### config.mk
export PLATFORM = sky130hd
export DESIGN_NAME = bram_arbiter
export DESIGN_NICKNAME = d
export VERILOG_FILES = /design/src/rtl/bram_arbiter.sv
export SDC_FILE = /design/constraint.sdc
export NUM_CORES = 1
export LEC_CHECK = 0
export BUFFER_PORTS_ARGS = -buffer_cell sky130_fd_sc_hd__clkbuf_2
export CAP_MARGIN = 15
export CORE_ASPECT_RATIO = 1.1
export CORE_UTILIZATION = 40
export DETAILED_ROUTE_END_ITERATION = 12
export GPL_TIMING_DRIVEN = 0
export HOLD_SLACK_MARGIN = 0.02
export PLACE_DENSITY = 0.73
export SLEW_MARGIN = 10
export SYNTH_ARGS = -nofsm -noshare
export SYNTH_HDL_FRONTEND = slang
export SYNTH_SLANG_ARGS = --single-unit
### constraint.sdc
create_clock -name axi_clk -period 4.05 [get_ports axi_clk]
set_input_delay 0.81 -clock axi_clk [delete_from_list [all_inputs] [get_ports axi_clk]]
set_output_delay 0.81 -clock axi_clk [all_outputs]
set_load 0.1 [all_outputs]
### src/rtl/bram_arbiter.sv
// Round-robin arbiter sharing one single-port BRAM between the AXI host path
// and the NN engine's read-only fetch port, with saturating transaction counters.
module bram_arbiter #(
  parameter int DATA_BIT_NUM = 32,
  parameter int ADDR_W       = 32
) (
  input  logic                    axi_clk,
  input  logic                    axi_rst,
  input  logic                    axi_req,
  input  logic                    axi_we,
  input  logic [ADDR_W-1:0]       axi_addr,
  input  logic [DATA_BIT_NUM-1:0] axi_wdata,
  output logic [DATA_BIT_NUM-1:0] axi_rdata,
  output logic                    axi_done,
  input  logic                    nn_req,
  input  logic [ADDR_W-1:0]       nn_addr,
  output logic [DATA_BIT_NUM-1:0] nn_rdata,
  output logic                    nn_done,
  output logic                    clk_BRAM,
  output logic                    rst_BRAM,
  output logic                    en_BRAM,
  output logic [3:0]              we_BRAM,
  output logic [31:0]             addr_BRAM,
  output logic [DATA_BIT_NUM-1:0] dout_BRAM,
  input  logic [DATA_BIT_NUM-1:0] din_BRAM,
  output logic                    busy,
  output logic                    owner,
  output logic [15:0]             axi_txn_cnt,
  output logic [15:0]             nn_txn_cnt
);

  typedef enum logic [1:0] {IDLE, ACCESS, CAPTURE, DONE} state_t;

  state_t state;
  logic   cur_write;
  logic   grant_nn;

  assign clk_BRAM = axi_clk;
  assign rst_BRAM = axi_rst;

  // On a tie the requester that did not own the last transaction wins.
  always_comb begin
    grant_nn = 1'b0;
    if (nn_req && (!axi_req || !owner)) grant_nn = 1'b1;
  end

  // NOTE: all state and outputs below are registers, so every assignment is
  // non-blocking; blocking here would let later statements see updated values.
  always_ff @(posedge axi_clk) begin
    if (axi_rst) begin
      state       <= IDLE;
      cur_write   <= 1'b0;
      owner       <= 1'b1;
      busy        <= 1'b0;
      en_BRAM     <= 1'b0;
      we_BRAM     <= 4'h0;
      addr_BRAM   <= '0;
      dout_BRAM   <= '0;
      axi_rdata   <= '0;
      nn_rdata    <= '0;
      axi_done    <= 1'b0;
      nn_done     <= 1'b0;
      axi_txn_cnt <= '0;
      nn_txn_cnt  <= '0;
    end else begin
      axi_done <= 1'b0;
      nn_done  <= 1'b0;
      case (state)
        IDLE: begin
          if (axi_req || nn_req) begin
            owner     <= grant_nn;
            cur_write <= !grant_nn && axi_we;
            addr_BRAM <= grant_nn ? 32'(nn_addr) : 32'(axi_addr);
            if (!grant_nn) dout_BRAM <= axi_wdata;
            en_BRAM   <= 1'b1;
            we_BRAM   <= (!grant_nn && axi_we) ? 4'hF : 4'h0;
            busy      <= 1'b1;
            state     <= ACCESS;
          end
        end
        ACCESS: begin
          en_BRAM <= 1'b0;
          we_BRAM <= 4'h0;
          state   <= CAPTURE;
        end
        CAPTURE: begin
          // din_BRAM carries the read issued during ACCESS.
          if (owner) begin
            if (!cur_write) nn_rdata <= din_BRAM;
            nn_done <= 1'b1;
            if (nn_txn_cnt != 16'hFFFF) nn_txn_cnt <= nn_txn_cnt + 16'd1;
          end else begin
            if (!cur_write) axi_rdata <= din_BRAM;
            axi_done <= 1'b1;
            if (axi_txn_cnt != 16'hFFFF) axi_txn_cnt <= axi_txn_cnt + 16'd1;
          end
          state <= DONE;
        end
        DONE: begin
          busy  <= 1'b0;
          state <= IDLE;
        end
        default: state <= IDLE;
      endcase
    end
  end

endmodule

==> flow_summary.yaml <==
layout:
  layout_commonest_cell: "sky130_fd_sc_hd__clkbuf_2"
  antennaDiodeCount: 0
  final.fill_count: 1474
  nNetsFinal: 1224
  area_growth_syn_to_layout_pct: 37.5
  layout-drive-gt1-share: 0.328
  area_of_combinational_cells_with_multiple_inputs_sq_um: 2770
  mostFrequentLayoutCells: "302 x sky130_fd_sc_hd__clkbuf_2, 209 x sky130_fd_sc_hd__nand2_1, 169 x sky130_fd_sc_hd__dfxtp_1"
  seqCellArea_sq_um: 3380
critical_path:
  cp.arrival_ns: 2.74
  critPathCapture: "clk_BRAM"
  worstReg2RegStart: "state[0]"
  critical_path_class: "clk2out"
  path_depth_of_the_worst_reg2reg_path: 7
  timing.critical_path.cells: "clkbuf_16 > clkbuf_16 > buf_4 > clkbuf_2"
  reg2reg_setup_slack_ns: 1.68
  critical-path-slowest-cell: "sky130_fd_sc_hd__clkbuf_2"
  worstSetupEndpointType: "output port"
  cpMostUsedCell: "sky130_fd_sc_hd__clkbuf_16"
  cp-start-kind: "clock port"
  cp-startpoint: "axi_clk"
  reg2reg_capture_point: "we_BRAM[2]"
  path_max_fanout: 2
  maximum_single_stage_delay_on_the_critical_path_ns: 0.35
  cp_data_required_time_ns: 3.24
sta:
  hold_viol: 0
  finalSetupViolCount: 0
  skew_ns: 0.00846
  relative_slew_margins: 0.267
  setup_total_negative_slack_ns: 0
  worstMarginPinSlew_ns: 1.09
  grt_setup_unrepaired: "false"
  report.final.slew_viol_count: 0
grt:
  track_usage: 0.242
  grtUsageMet1: 0.277
  global_route_wire_length_before_repair_mm: 30.5
  global_routing_met3_resource_utilization: 0.0553
  grt_antenna_before_repair: 0
  busiest_layer: "met2"
  grt.met2_usage: 0.420
  vias_in_the_first_global_route: 6087
  grt_overflow_total: 0
  grt_max_degree: 17
pwr:
  power-per-cell-area_nw_per_um2: 733
  ir_worst_vdd_mv: 0.715
  report.power.total_uw: 6470
  total_leakage_power_uw: 0.00388
drt:
  vias: 6591
  detail_route.wirelength_mm: 20.0
  drcViolationCount: 0
  initialDrtViolationCount: 407
  routed_wire_length_per_instance_um: 15.4
  final_antenna_net_count: 0
  drt_first_pass_iters: 7
  avgViaCountPerCell: 5.09
floorplanning:
  top_level_ports: 304
  die_x_um: 123
  floorplan.initialDensity: 0.409
  fp.dieArea_sq_um: 16600
  rows: 48
  placeableCoreArea_sq_um: 15700
  die_height_um: 135
clock_network:
  postCtsResizedCells: 0
  post-cts-setup-buffers: 0
  tritoncts: "done"
  clkLatencyLatePin_ns: 0.53
  cts.clk_slew.worst_paths_ns: 0.06
  cts-hold-fix-buffers: 0
synthesis:
  synth_cell_type_count: 38
  syn-mean-instance-area_sq_um: 8.44
  ys_warn_count: 0
  mappedNetlistNets: 900
  netlist_instances: 760
  synth_area_sq_um: 6420
  synth-seq-cells: 169
  synth-seq-area-share: 0.527
run_status:
  status: "finished clean"
placement:
  place.gp.congestion: 0.835
  detailedPlacementHpwl_mm: 15.2
  io_buffer_count: 302
flow_run:
  cap_violations: 0
min_path:
  type_of_the_most_critical_hold_path: "reg2reg"
  min_from: "dout_BRAM[14]"
-- critical path: cells and delay by family --
kind | cells | cell delay (ns)
buffers and inverters | 4 | 0.71
-- flip-flops by register name, summed over array words and instances (netlist names) --
name / cells
busy: 1
axi_rdata: 32
addr_BRAM: 32
axi_txn_cnt: 16
cur_write: 1
en_BRAM: 1
dout_BRAM: 32
nn_txn_cnt: 16
nn_rdata: 32
we_BRAM: 1
owner: 1
nn_done: 1
state: 2
axi_done: 1
-- power by group --
group	leakage (uW)	total, uW	internal [uW]	switching (uW)
Sequential	0.00137	2030	1880	144
Combinational	0.00218	2650	454	2190
Clock	0.000318	1800	1040	757
-- synth_stat cells, drive strengths merged --
master	instances	area (sq um)
nor4	6	58.8
a211o	1	8.76
ha	7	87.6
o21ai	10	50.0
nor3b	1	7.51
a21o	1	7.51
and4b	1	10.0
dfxtp	169	3380
nand3b	1	7.51
a222oi	32	320
nand3	13	70.1
nor4b	2	30.0
nor4bb	1	10.0
nor3	2	10.0
o41ai	1	16.3
and4	4	35.0
a211oi	2	15.0
nand4	13	96.3
nand2b	1	6.26
xnor2	12	105
a221oi	2	17.5
inv	7	26.3
or3	8	50.1
clkbuf	39	146
nand2	209	785
nor2	68	255
buf	16	92.6
or2	2	12.5
and3	6	37.5
a21oi	111	556
xor2	11	96.3
a22oi	1	7.51
-- layout make-up --
type	instances	share of cell area
plain buffers	55	0.0271
clock buffers	26	0.0628
clock inverters	9	0.0106
inverters	7	0.00298
multi-input cells	529	0.314
flip-flops and latches	169	0.383
well taps	200	0.0284
repair buffers	301	0.171
-- per-stage QoR --
step / hold slack, ns / cells / util / cell area, sq um / setup slack, ns
CTS: 0.454 / 1296 / 0.563 / 8820 / 0.492
global route: 0.470 / 1296 / 0.563 / 8820 / 0.485
global placement: 0.441 / 1262 / 0.522 / 8180 / 0.756
finish: 0.453 / 1296 / 0.563 / 8820 / 0.498
floorplan: 0.476 / 760 / - / 6420 / 1.00
detailed placement: 0.445 / 1262 / 0.522 / 8180 / 0.756
-- kinds of logic (layout without fill, tap and decap cells) --
logic type | after synthesis | in the layout | share of synthesized area
AOI/OAI and AO/OA | 161 | 161 | 0.156
xor gates and xnor gates | 23 | 23 | 0.0314
adders and majority gates | 7 | 7 | 0.0136
buffers and inverters | 62 | 398 | 0.0413
DFF | 169 | 169 | 0.527
and+or+nand+nor | 338 | 338 | 0.231
-- per-layer routing --
metal	wire (um)	share of wire
met5	0	0
met4	545	0.027
met3	1380	0.069
met2	9780	0.49
met1	8290	0.41
-- how the worst min path moves through the flow --
| stage | to | slack, ns | cells after the start |
|---|---|---|---|
| finish | dout_BRAM[14] | 0.45 | 2 |
| CTS | axi_rdata[6] | 0.45 | 2 |
| global route | axi_rdata[27] | 0.47 | 2 |
| detailed placement | axi_rdata[6] | 0.45 | 2 |
| global placement | dout_BRAM[27] | 0.44 | 2 |
| floorplan | state[1] | 0.48 | 2 |
Power figures use the tool's default switching activity.
